===== src/rtl/ram_master.sv =====
// ram_master: valid/ready request sequencer driving a strobe-write RAM with setup/strobe/hold timing.
// Defining RAM_MASTER_RMW_EN adds the req_op port and a read-modify-write datapath.
module ram_master #(
  parameter int WORD          = 1,
  parameter int SIZE_LOG      = 8,
  parameter int STROBE_CYCLES = 1
) (
  input  logic                clk,
  input  logic                reset,
  input  logic                req_valid,
  output logic                req_ready,
  input  logic                req_write,
  input  logic [SIZE_LOG-1:0] req_address,
  input  logic [WORD-1:0]     req_data,
`ifdef RAM_MASTER_RMW_EN
  input  logic [1:0]          req_op,
`endif
  output logic                rsp_valid,
  output logic [WORD-1:0]     rsp_data,
  output logic                ram_write,
  output logic [SIZE_LOG-1:0] ram_address,
  output logic [WORD-1:0]     ram_data_out,
  input  logic [WORD-1:0]     ram_data_in,
  output logic                busy,
  output logic [1:0]          dbg_state
);

  localparam logic [1:0] S_IDLE   = 2'd0;
  localparam logic [1:0] S_SETUP  = 2'd1;
  localparam logic [1:0] S_STROBE = 2'd2;
  localparam logic [1:0] S_HOLD   = 2'd3;
  localparam logic [3:0] STROBE_LOAD = 4'(STROBE_CYCLES - 1);

  logic [1:0]          state_q, state_d;
  logic [3:0]          cnt_q, cnt_d;
  logic                ready_q, ready_d;
  logic                busy_q, busy_d;
  logic                rsp_valid_q, rsp_valid_d;
  logic [WORD-1:0]     rsp_data_q, rsp_data_d;
  logic                ram_write_q, ram_write_d;
  logic                write_q, write_d;
  // Address/data registers survive reset so an interrupted strobe still commits coherently.
  logic [SIZE_LOG-1:0] addr_q = '0;
  logic [SIZE_LOG-1:0] addr_d;
  logic [WORD-1:0]     wdata_q = '0;
  logic [WORD-1:0]     wdata_d;

`ifdef RAM_MASTER_RMW_EN
  logic [1:0]          op_q, op_d;
  logic [WORD-1:0]     rmw_word;

  always_comb begin
    case (op_q)
      2'b01:   rmw_word = ram_data_in | wdata_q;
      2'b10:   rmw_word = ram_data_in & ~wdata_q;
      2'b11:   rmw_word = ram_data_in ^ wdata_q;
      default: rmw_word = wdata_q;
    endcase
  end
`endif

  // Handshake: a request is taken on the rising clk edge where req_valid && req_ready;
  // rsp_valid is a single-cycle pulse with no backpressure.
  always_comb begin
    state_d     = state_q;
    cnt_d       = cnt_q;
    ready_d     = ready_q;
    rsp_valid_d = 1'b0;
    rsp_data_d  = rsp_data_q;
    ram_write_d = ram_write_q;
    write_d     = write_q;
    addr_d      = addr_q;
    wdata_d     = wdata_q;
`ifdef RAM_MASTER_RMW_EN
    op_d        = op_q;
`endif
    case (state_q)
      S_IDLE: begin
        ready_d = 1'b1;
        if (req_valid && ready_q) begin
          addr_d  = req_address;
          wdata_d = req_data;
          write_d = req_write;
`ifdef RAM_MASTER_RMW_EN
          op_d    = req_write ? req_op : 2'b00;
`endif
          ready_d = 1'b0;
          state_d = S_SETUP;
        end
      end
      S_SETUP: begin
        if (!write_q) begin
          rsp_data_d  = ram_data_in;
          rsp_valid_d = 1'b1;
          ready_d     = 1'b1;
          state_d     = S_IDLE;
        end else begin
`ifdef RAM_MASTER_RMW_EN
          wdata_d    = rmw_word;
          rsp_data_d = (op_q != 2'b00) ? ram_data_in : wdata_q;
`else
          rsp_data_d = wdata_q;
`endif
          ram_write_d = 1'b1;
          cnt_d       = STROBE_LOAD;
          state_d     = S_STROBE;
        end
      end
      S_STROBE: begin
        if (cnt_q == 4'd0) begin
          ram_write_d = 1'b0;
          state_d     = S_HOLD;
        end else begin
          cnt_d = cnt_q - 4'd1;
        end
      end
      default: begin
        rsp_valid_d = 1'b1;
        ready_d     = 1'b1;
        state_d     = S_IDLE;
      end
    endcase
    busy_d = (state_d != S_IDLE);
  end

  always_ff @(posedge clk or posedge reset) begin
    if (reset) begin
      state_q     <= S_IDLE;
      cnt_q       <= 4'd0;
      ready_q     <= 1'b0;
      busy_q      <= 1'b0;
      rsp_valid_q <= 1'b0;
      rsp_data_q  <= '0;
      ram_write_q <= 1'b0;
      write_q     <= 1'b0;
`ifdef RAM_MASTER_RMW_EN
      op_q        <= 2'b00;
`endif
    end else begin
      state_q     <= state_d;
      cnt_q       <= cnt_d;
      ready_q     <= ready_d;
      busy_q      <= busy_d;
      rsp_valid_q <= rsp_valid_d;
      rsp_data_q  <= rsp_data_d;
      ram_write_q <= ram_write_d;
      write_q     <= write_d;
`ifdef RAM_MASTER_RMW_EN
      op_q        <= op_d;
`endif
    end
  end

  always_ff @(posedge clk) begin
    addr_q  <= addr_d;
    wdata_q <= wdata_d;
  end

  assign req_ready    = ready_q;
  assign busy         = busy_q;
  assign rsp_valid    = rsp_valid_q;
  assign rsp_data     = rsp_data_q;
  assign ram_write    = ram_write_q;
  assign ram_address  = addr_q;
  assign ram_data_out = wdata_q;
  assign dbg_state    = state_q;

endmodule


===== config.mk =====
export PLATFORM = sky130hd
export DESIGN_NAME = ram_master
export DESIGN_NICKNAME = d
export VERILOG_FILES = /design/src/rtl/ram_master.sv
export SDC_FILE = /design/constraint.sdc
export NUM_CORES = 1
export LEC_CHECK = 0
export ABC_AREA = 1
export BUFFER_PORTS_ARGS = -buffer_cell sky130_fd_sc_hd__buf_2
export CORE_AREA = 2 2 51 65
export CTS_CLUSTER_DIAMETER = 60
export CTS_CLUSTER_SIZE = 28
export DETAILED_ROUTE_END_ITERATION = 16
export DIE_AREA = 0 0 53 67
export GPL_TIMING_DRIVEN = 0
export HOLD_SLACK_MARGIN = 0.08
export PLACE_DENSITY = 0.49
export SLEW_MARGIN = 10
export SYNTH_ARGS = -nofsm -noshare
export SYNTH_HDL_FRONTEND = slang
export SYNTH_SLANG_ARGS = --single-unit

===== constraint.sdc =====
create_clock -name clk -period 1.3 [get_ports clk]
set_clock_uncertainty 0.15 [all_clocks]
set_input_delay 0.26 -clock clk [delete_from_list [all_inputs] [get_ports clk]]
set_output_delay 0.26 -clock clk [all_outputs]
set_load 0.01 [all_outputs]

### Word level (Yosys, flattened, before mapping)

Index checks and enable logic that the tools add are counted.

* register bits after elaboration: 21
* bits of input ports: 14

* $add $sub $neg: 1
* equality and inequality tests: 6
* muxes and demuxes: 16
* bitwise operators: 1
* reduce and logical (&&, ||, !) cells: 10

Operator list (number)
* 4-bit two-way mux: 2
* 2-bit != test, second input constant: 4
* 4-bit case mux with 2 select lines: 1
* 1-bit two-way mux: 6
* 2-bit two-way mux: 3
* 2-bit case mux with 3 select lines: 1
* 3-bit AND reduction: 2
* 4-bit logical NOT: 1
* 1-bit case mux with 2 select lines: 2
* 2-bit AND reduction: 2
* 2-bit nonzero test: 2
* 4-bit by 1-bit subtractor with 4-bit output, second input constant: 1
* 1-bit case mux with 3 select lines: 1
* 2-bit by 1-bit equality test with 1-bit output, second input constant: 1
* 2-bit equality test, second input constant: 1
* 2-bit logical NOT: 1
* 2-bit OR reduction: 1
* 1-bit logical AND: 1
* 1-bit inverter: 1

### Logic depth before layout (Yosys ltp)

Gate-level depths: netlist of the first run.

* depth after elaboration: 4
* mapped depth: 8
* mapped depth without buffers: 8

### Least setup slack after synthesis of the first run

No wires, ideal clock.

* path kind: reg-to-reg
* start: register state_q[0], in the netlist dbg_state[0]
* end: register addr_q[0], in the netlist ram_address[0] (enable)
* arrival time: 0.908 ns
* data required time: 0.817 ns
* slack: -0.091 ns
* stages on the path, launching flop included: 4
* path through: dfrtp_1 inv_1 nand4_1 inv_1

* word-level cells in the longest chain between the ends: 2

RTL lines
* start, declared: line 34 `logic [1:0] state_q, state_d;`
* start signal, assigned: line 140 `state_q <= state_d;`
* 2-bit logical NOT: line 77 `case (state_q)`
* 2-bit AND reduction (no line)
* end signal, assigned: line 155 `addr_q <= addr_d;`
* end, declared: line 43 `logic [SIZE_LOG-1:0] addr_q = '0;`

No other way between the ends.
A chain may end at the register's enable or synchronous reset.

### Worst setup path after layout of the first run

Ends and elaborated chain as after synthesis.

==> results.toml, run 1 <==
[routing]
first_iter_violations = 7
dr.pass1.iters = 4
post_drt_wl_per_cell_um = 11.7
drt-vias-per-instance = 4.18
final_antenna_net_count = 0
totalWireLength_um = 1920
drc = 0
via_count = 686

[cells_and_area]
layout_commonest_cell = "buf_2"
fill_cells = 289
layout-drive-gt1-share_pct = 48.4
multi_input_area_um2 = 278
final_cell_mix = "buf_2 (28), nand2_1 (17), dfrtp_1 (11), dlygate4sd3_1 (11), edfxtp_1 (9)"
register_area_um2 = 572
fin_area_mm2 = 0.00130
nets = 145
areaGrowthSynthToFinish_pct = 53.3
antennaDiodeCount = 0

[global_routing]
first_global_vias = 720
grt_remaining_overflow = 0
grt_max_degree = 13
gr-usage-all-layers_pct = 12.2
grt_pass1_wl_um = 3090
antenna_found_initial = 0

[critical_path]
critPathLaunch = "dbg_state[0]"
crit_type = "register to register"
cpLargestDelayFamily = "flip-flops"
crit_fanout = 5
arrival_ps = 1220
regToRegStartpoint = "dbg_state[0]"
crit_path_end_kind = "register"
r2r_cells = 4
cp_num_buf_inv = 3
worstPathCellList = "inv_2, nand4_1, buf_6, clkinvlp_4"
start_kind = "register"
crit_required_ps = 1170
max_stage_delay_ps = 470
worstSetupPathDepth = 4
cp_slowest_cell = "dfrtp_2"

[placement]
hpwl_um = 1270
gp_congestion = 0.840
portBuffers = 29
dpl_cell_area_mm2 = 0.00104

[clock_tree]
cts-buffers-inserted = 3
cts_sinks = 21
clk_pin_slew_ps = 110
htreeDepth = 1
clockRootBuffer = "clkbuf_4"
cts_buffer_depth = 2
clock_latency_ps = 290
cts_tree = "done"

[run]
max_cap_violations = 0

[sta]
final_hold_viol_count = 0
fin_crit_sh_pct = 103
fmax_ghz = 0.745
worst_pin_slew_ps = 480
setup_violations = 8
timing.hold.ws_ps = 117
relSlewSlack_pct = 68.0
setup_slack_ps = -41.6
rsz0062_at_grt = "yes"
fin_crit_ps = 1340
final_max_slew_viol_count = 0

[synth]
synth-seq-area-share_pct = 67.4
synth_nets = 91
syn-instance-count = 75
ys_ff_latch = 21
synth.largest_area_cell = "dfrtp_1"
synthTopCellsByArea = "dfrtp_1 (35%), edfxtp_1 (32%), nand2_1 (8.9%)"
synthesis.area_um2 = 847
ys_types = 19
syn_avg_cell_area_um2 = 11.3
synth_top_area_share_pct = 35.5
ys_warn_count = 0

[outcome]
status = "complete, but fails checks"
violations = "setup timing"

[floorplan]
rows = 22
coreArea_mm2 = 0.00289
chipHeight_um = 67
die_area_mm2 = 0.00355
start_util_pct = 29.3
ios = 30
die-width_um = 53

[min_path]
min_from = "ram_data_in"
hold_path_class = "input pin to register"
hold_path_depth = 3

[power]
p_leak_nw = 0.624
max-vdd-ir-drop_v = 0.000972
p_per_area_mw_per_mm2 = 1920
-- per-stage QoR --
step                      setup WS, ps  setup TNS (ps)  instances  utilization, %  total power, mW
after floorplan                   5.02               0         75               -             1.62
after global placement            -102           -1070        140            35.9             1.89
after detailed placement         -97.6           -1110        140            35.9             1.90
after CTS                        -17.4           -58.2        162            43.3             2.41
after global routing              -102            -997        164            44.9             2.69
final                            -41.6            -227        164            44.9             2.49
-- final cells by class --
| cell class | instances | area share, % |
|---|---|---|
| clock buffers | 4 | 2.02 |
| well taps | 36 | 3.47 |
| repair inverters | 1 | 0.578 |
| repair buffers | 48 | 25.0 |
| inverters | 10 | 3.47 |
| multi-input cells | 44 | 21.4 |
| flip-flops and latches | 21 | 44.0 |
-- per-layer routing --
metal / wire length, um / global-route usage (%) / vias to the layer above
met5: 0 / 0 / -
met4: 13 / 5.77 / 0
met3: 119 / 2.24 / 2
met2: 1020 / 22.5 / 24
met1: 768 / 12.9 / 310
li1: - / - / 350
-- cells by family after synthesis --
family | Yosys count | share of synthesized area, %
and+or+nand+nor | 35 | 19.6
AOI/OAI and AO/OA | 5 | 3.40
muxes | 1 | 1.18
adders and majority gates | 2 | 2.95
xor gates and xnor gates | 1 | 1.03
buffers and inverters | 10 | 4.43
DFF | 21 | 67.4
-- what timing repair did --
action | CTS | global route
cloned | 1 | 0
hold buffers | 11 | 0
setup endpoints to repair | 16 | 20
pin swaps | 2 | 2
endpoints found under the hold margin | 22 | 0
resized for setup | 8 | 10
buffers inserted | 6 | 2
-- final timing paths --
path,end,slack [ps]
setup / recovery,ram_address[0],-40
hold / removal,rsp_data,120
setup reg to reg,ram_address[0],-40
hold reg to reg,ram_write,350
max in group asynchronous,dbg_state[0],290
min in group asynchronous,cnt_q[2],370
-- sequential cells by signal (all words and copies together) (netlist names) --
name          flops
busy              1
cnt_q             4
dbg_state         2
ram_address       8
ram_data_out      1
ram_write         1
req_ready         1
rsp_data          1
rsp_valid         1
write_q           1
-- worst register-to-register path, stage by stage, from the launching register on --
cell and delay, ps:
dfrtp_2 470, inv_2 70, nand4_1 110, buf_6 170, clkinvlp_4 110
-- synth_stat cells (all sizes together) --
library cell / n
nand2: 23
dfrtp: 12
inv: 10
edfxtp: 9
nand3: 6
nor2: 5
o21ai: 4
ha: 2
a21oi: 1
mux2i: 1
nand4: 1
xor2: 1
-- where the power goes --
group	total, mW	switching, mW	leakage, nW	internal [mW]
sequential	1.05	0.130	0.234	0.919
combinational	1.14	0.632	0.375	0.508
clock	0.305	0.186	0.0150	0.119
Power figures use the tool's default switching activity.
==> run 2: changes to the inputs <==
PLACE_DENSITY = not set   (was 0.49)
==> results.toml, run 2 (synthesized netlist as in run 1, its figures left out) <==
[routing]
drc = 0
wl_met1_um = 780
dr.max_layer_used = "met4"
via_count = 728
dr_wl_met2_um = 1100
drt-vias-per-instance = 4.39
totalWireLength_um = 2060
dr.pass1.iters = 2
dr_wl_met3_um = 134
first_iter_violations = 9
post_drt_wl_per_cell_um = 12.4
final_antenna_net_count = 0

[floorplan]
coreArea_mm2 = 0.00289
rows = 22
die-width_um = 53
start_util_pct = 29.3
chipHeight_um = 67
die_area_mm2 = 0.00355
ios = 30

[clock_tree]
cts_buffer_depth = 2
clockRootBuffer = "clkbuf_4"
cts_tree = "done"
htreeDepth = 1
clock_latency_ps = 310
cts_sinks = 21
clk_pin_slew_ps = 120
cts-buffers-inserted = 3

[global_routing]
grt_remaining_overflow = 0
grt_max_degree = 13
gr-usage-all-layers_pct = 12.5
first_global_vias = 758
grt_pass1_wl_um = 3150
antenna_found_initial = 0

[critical_path]
crit_fanout = 5
rrSetupSlack_ps = -20
r2r_cells = 4
timing.rr.end = "ram_address[5]"
critPathLaunch = "dbg_state[1]"
regToRegStartpoint = "dbg_state[1]"
start_kind = "register"
crit_type = "register to register"
crit_end = "ram_address[5]"
crit_path_end_kind = "register"
crit_required_ps = 1190
arrival_ps = 1210

[sta]
fin_crit_sh_pct = 102
final_hold_viol_count = 0
timing.hold.ws_ps = 105
fmax_ghz = 0.755
worst_pin_slew_ps = 481
relSlewSlack_pct = 67.9
setup_slack_ps = -23.8
fin_crit_ps = 1320
final_max_slew_viol_count = 0
setup_violations = 11
rsz0062_at_grt = "yes"

[cells_and_area]
multi_input_area_um2 = 315
fill_cells = 272
final_cell_mix = "buf_2 (28), nand2_1 (15), dfrtp_1 (11), dlygate4sd3_1 (11), edfxtp_1 (9)"
layout_commonest_cell = "buf_2"
largest_reg_flops = 8
antennaDiodeCount = 0
layout-drive-gt1-share_pct = 53.1
nets = 147
register_area_um2 = 572
areaGrowthSynthToFinish_pct = 59.5
final_cells = 166
fin_util_pct = 46.8

[min_path]
hold_path_class = "input pin to register"
hold_path_depth = 3

[run]
max_cap_violations = 0

[placement]
gp_congestion = 0.684
hpwl_um = 1280
dp_cells = 140
portBuffers = 29

[power]
p_per_area_mw_per_mm2 = 1980
p_leak_nw = 0.645
finalPower_mw = 2.68
max-vdd-ir-drop_v = 0.000783

[outcome]
status = "complete, but fails checks"
violations = "setup timing"
run 2: worst min path at each step:
stage                startpoint            to
floorplan                 reset          busy
global placement          reset  dbg_state[1]
detailed placement        reset  dbg_state[1]
CTS                 ram_data_in      rsp_data
global route        ram_data_in      rsp_data
finish              ram_data_in      rsp_data
run 2: cell type report:
cell class,instances,share of cell area [%]
tap,36,3.33
sequential,21,42.3
inverter,10,2.96
timing repair inverter,1,0.556
clock buffer,3,1.67
multi-input combinational,44,23.3
timing repair buffer,50,25.5
clock inverter,1,0.370
run 2: repair_timing:
action                                  4_1_cts  5_1_grt
gates cloned                                  1        0
hold buffers                                 11        0
endpoints found under the hold margin        22        0
pin swaps                                     3        5
buffers inserted                              7        3
resized for setup                            10       13
endpoints found under the setup margin       16       23
run 2: metal layers:
| layer | global-route usage [%] | up-vias |
|---|---|---|
| li1 | - | 352 |
| met1 | 12.3 | 339 |
| met2 | 23.4 | 31 |
| met3 | 2.69 | 6 |
| met4 | 6.73 | 0 |
| met5 | 0 | - |
run 2: stage by stage:
stage	area, um^2	setup slack [ps]	setup TNS (ps)
after global routing	1350	-100	-1350
after floorplan	848	5.02	0
after detailed placement	1040	-105	-1230
after global placement	1040	-77.5	-832
after CTS	1280	-15.9	-29.2
final	1350	-23.8	-143
run 2: worst max-delay path: stages (launching register included):
cell and delay (ps):
dfrtp_1 410, inv_2 130, nand4_1 110, buf_6 150
clkinvlp_4 100
run 2: report_power, final:
part           total (mW)  switching, mW  internal (mW)
Clock               0.311          0.196          0.115
Sequential           1.06          0.143          0.919
Combinational        1.30          0.707          0.597
Total                2.68           1.05           1.63
==> run 3: changes to the inputs <==
ABC_CLOCK_PERIOD_IN_PS = 1300   (was not set)
CORE_AREA = 3 3 52 66   (was 2 2 51 65)
DIE_AREA = 0 0 55 69   (was 0 0 53 67)
GPL_TIMING_DRIVEN = 1   (was 0)
==> results.toml, run 3 (synthesized netlist as in run 1, its figures left out) <==
[sta]
setup_slack_ps = -41.1
worst_pin_slew_ps = 463
setup_tns_ps = -220
fin_crit_ps = 1340
final_hold_viol_count = 0
fin_crit_sh_pct = 103
relSlewSlack_pct = 69.1
final_max_slew_viol_count = 0
rsz0062_at_grt = "yes"
timing.hold.ws_ps = 103
fmax_ghz = 0.746
setup_violations = 10

[power]
p_per_area_mw_per_mm2 = 1930
p_clk_share_pct = 11.3
p_sw_mw = 1.01
max-vdd-ir-drop_v = 0.000916
power_frac_comb_pct = 49.5
finalPower_mw = 2.67
p_leak_nw = 0.665
p_seq_share_pct = 39.1
power.internal_mw = 1.66
switching_share_pct = 37.8

[clock_tree]
htreeDepth = 1
cts_sinks = 21
cts_tree = "done"
clockRootBuffer = "clkbuf_4"
cts-buffers-inserted = 3
clock_latency_ps = 300
cts_buffer_depth = 2
clk_pin_slew_ps = 110

[routing]
via_count = 716
drc = 0
final_antenna_net_count = 0
post_drt_wl_per_cell_um = 11.6
drt-vias-per-instance = 4.19
first_iter_violations = 4
totalWireLength_um = 1980
dr.pass1.iters = 4

[cells_and_area]
antennaDiodeCount = 0
final_cell_mix = "buf_2 (28), nand2_1 (16), buf_4 (13)"
fin_area_mm2 = 0.00139
layout-drive-gt1-share_pct = 54.1
nets = 152
areaGrowthSynthToFinish_pct = 63.5
fin_util_pct = 47.5
largest_reg_flops = 8
layout_commonest_cell = "buf_2"
final_cells = 171

[critical_path]
crit_fanout = 5
crit_end = "ram_address[5]"
rrSetupSlack_ps = -40
regToRegStartpoint = "dbg_state[1]"
crit_path_end_kind = "register"
crit_required_ps = 1170
arrival_ps = 1210
timing.rr.end = "ram_address[5]"
start_kind = "register"
r2r_cells = 4
critPathLaunch = "dbg_state[1]"
crit_type = "register to register"

[outcome]
violations = "setup timing"
status = "complete, but fails checks"

[placement]
gp_congestion = 0.753
preCtsSetupSlack_ps = -23.4
hpwl_um = 1370
dpl_cell_area_mm2 = 0.00106
dp_cells = 143
portBuffers = 29

[floorplan]
ios = 30
chipHeight_um = 69
die-width_um = 55
rows = 22
die_area_mm2 = 0.00380
start_util_pct = 29.0
coreArea_mm2 = 0.00292

[global_routing]
first_global_vias = 682
grt_max_degree = 13
grt_pass1_wl_um = 2770
grt_remaining_overflow = 0
gr-usage-all-layers_pct = 9.64
antenna_found_initial = 0

[min_path]
hold_path_class = "input pin to register"

[run]
max_cap_violations = 0
run 3: worst min path at each step:
stage | start | to | slack [ps] | cells past startpoint
detailed placement | reset | rsp_valid | 150 | 2
global placement | reset | rsp_valid | 150 | 2
global route | ram_data_in | rsp_data | 150 | 3
finish | ram_data_in | rsp_data | 100 | 3
floorplan | reset | busy | -30 | 1
CTS | ram_data_in | rsp_data | 90 | 3
run 3: cell type report:
type	instances	area, um^2
clock buffer	3	22.5
clock inverter	1	5.00
fill	279	1530
inverter	10	45.0
multi-input combinational	44	307
sequential	21	572
tap	36	45.0
timing repair buffer	55	382
timing repair inverter	1	7.51
run 3: power groups by stage:
| stage | registers [mW] | clock network (mW) | logic (mW) |
|---|---|---|---|
| final | 1.05 | 0.303 | 1.32 |
| after global routing | 1.06 | 0.344 | 1.49 |
| after CTS | 1.03 | 0.324 | 0.992 |
| after detailed placement | 1.04 | 0 | 0.915 |
| after global placement | 1.04 | 0 | 0.900 |
| after floorplan | 1.12 | 0 | 0.491 |
run 3: layer usage:
metal | GRT usage (%) | share of wire, % | vias to the layer above
li1 | - | - | 365
met1 | 10.7 | 38 | 321
met2 | 16.8 | 52 | 26
met3 | 1.94 | 8.6 | 4
met4 | 4.05 | 1.5 | 0
met5 | 0 | 0 | -
run 3: timing repair:
item | 4_1_cts | 5_1_grt
resized for setup | 2 | 21
hold buffers | 11 | 0
pin swaps | 0 | 5
hold endpoints to repair | 22 | 0
setup endpoints to repair | 6 | 18
setup buffers | 2 | 10
gates cloned | 0 | 1
run 3: worst max-delay path, cell delays in order, from the launching register on:
cell	delay [ps]
dfrtp_1	430
inv_4	100
nand4_1	130
buf_6	160
clkinvlp_4	100
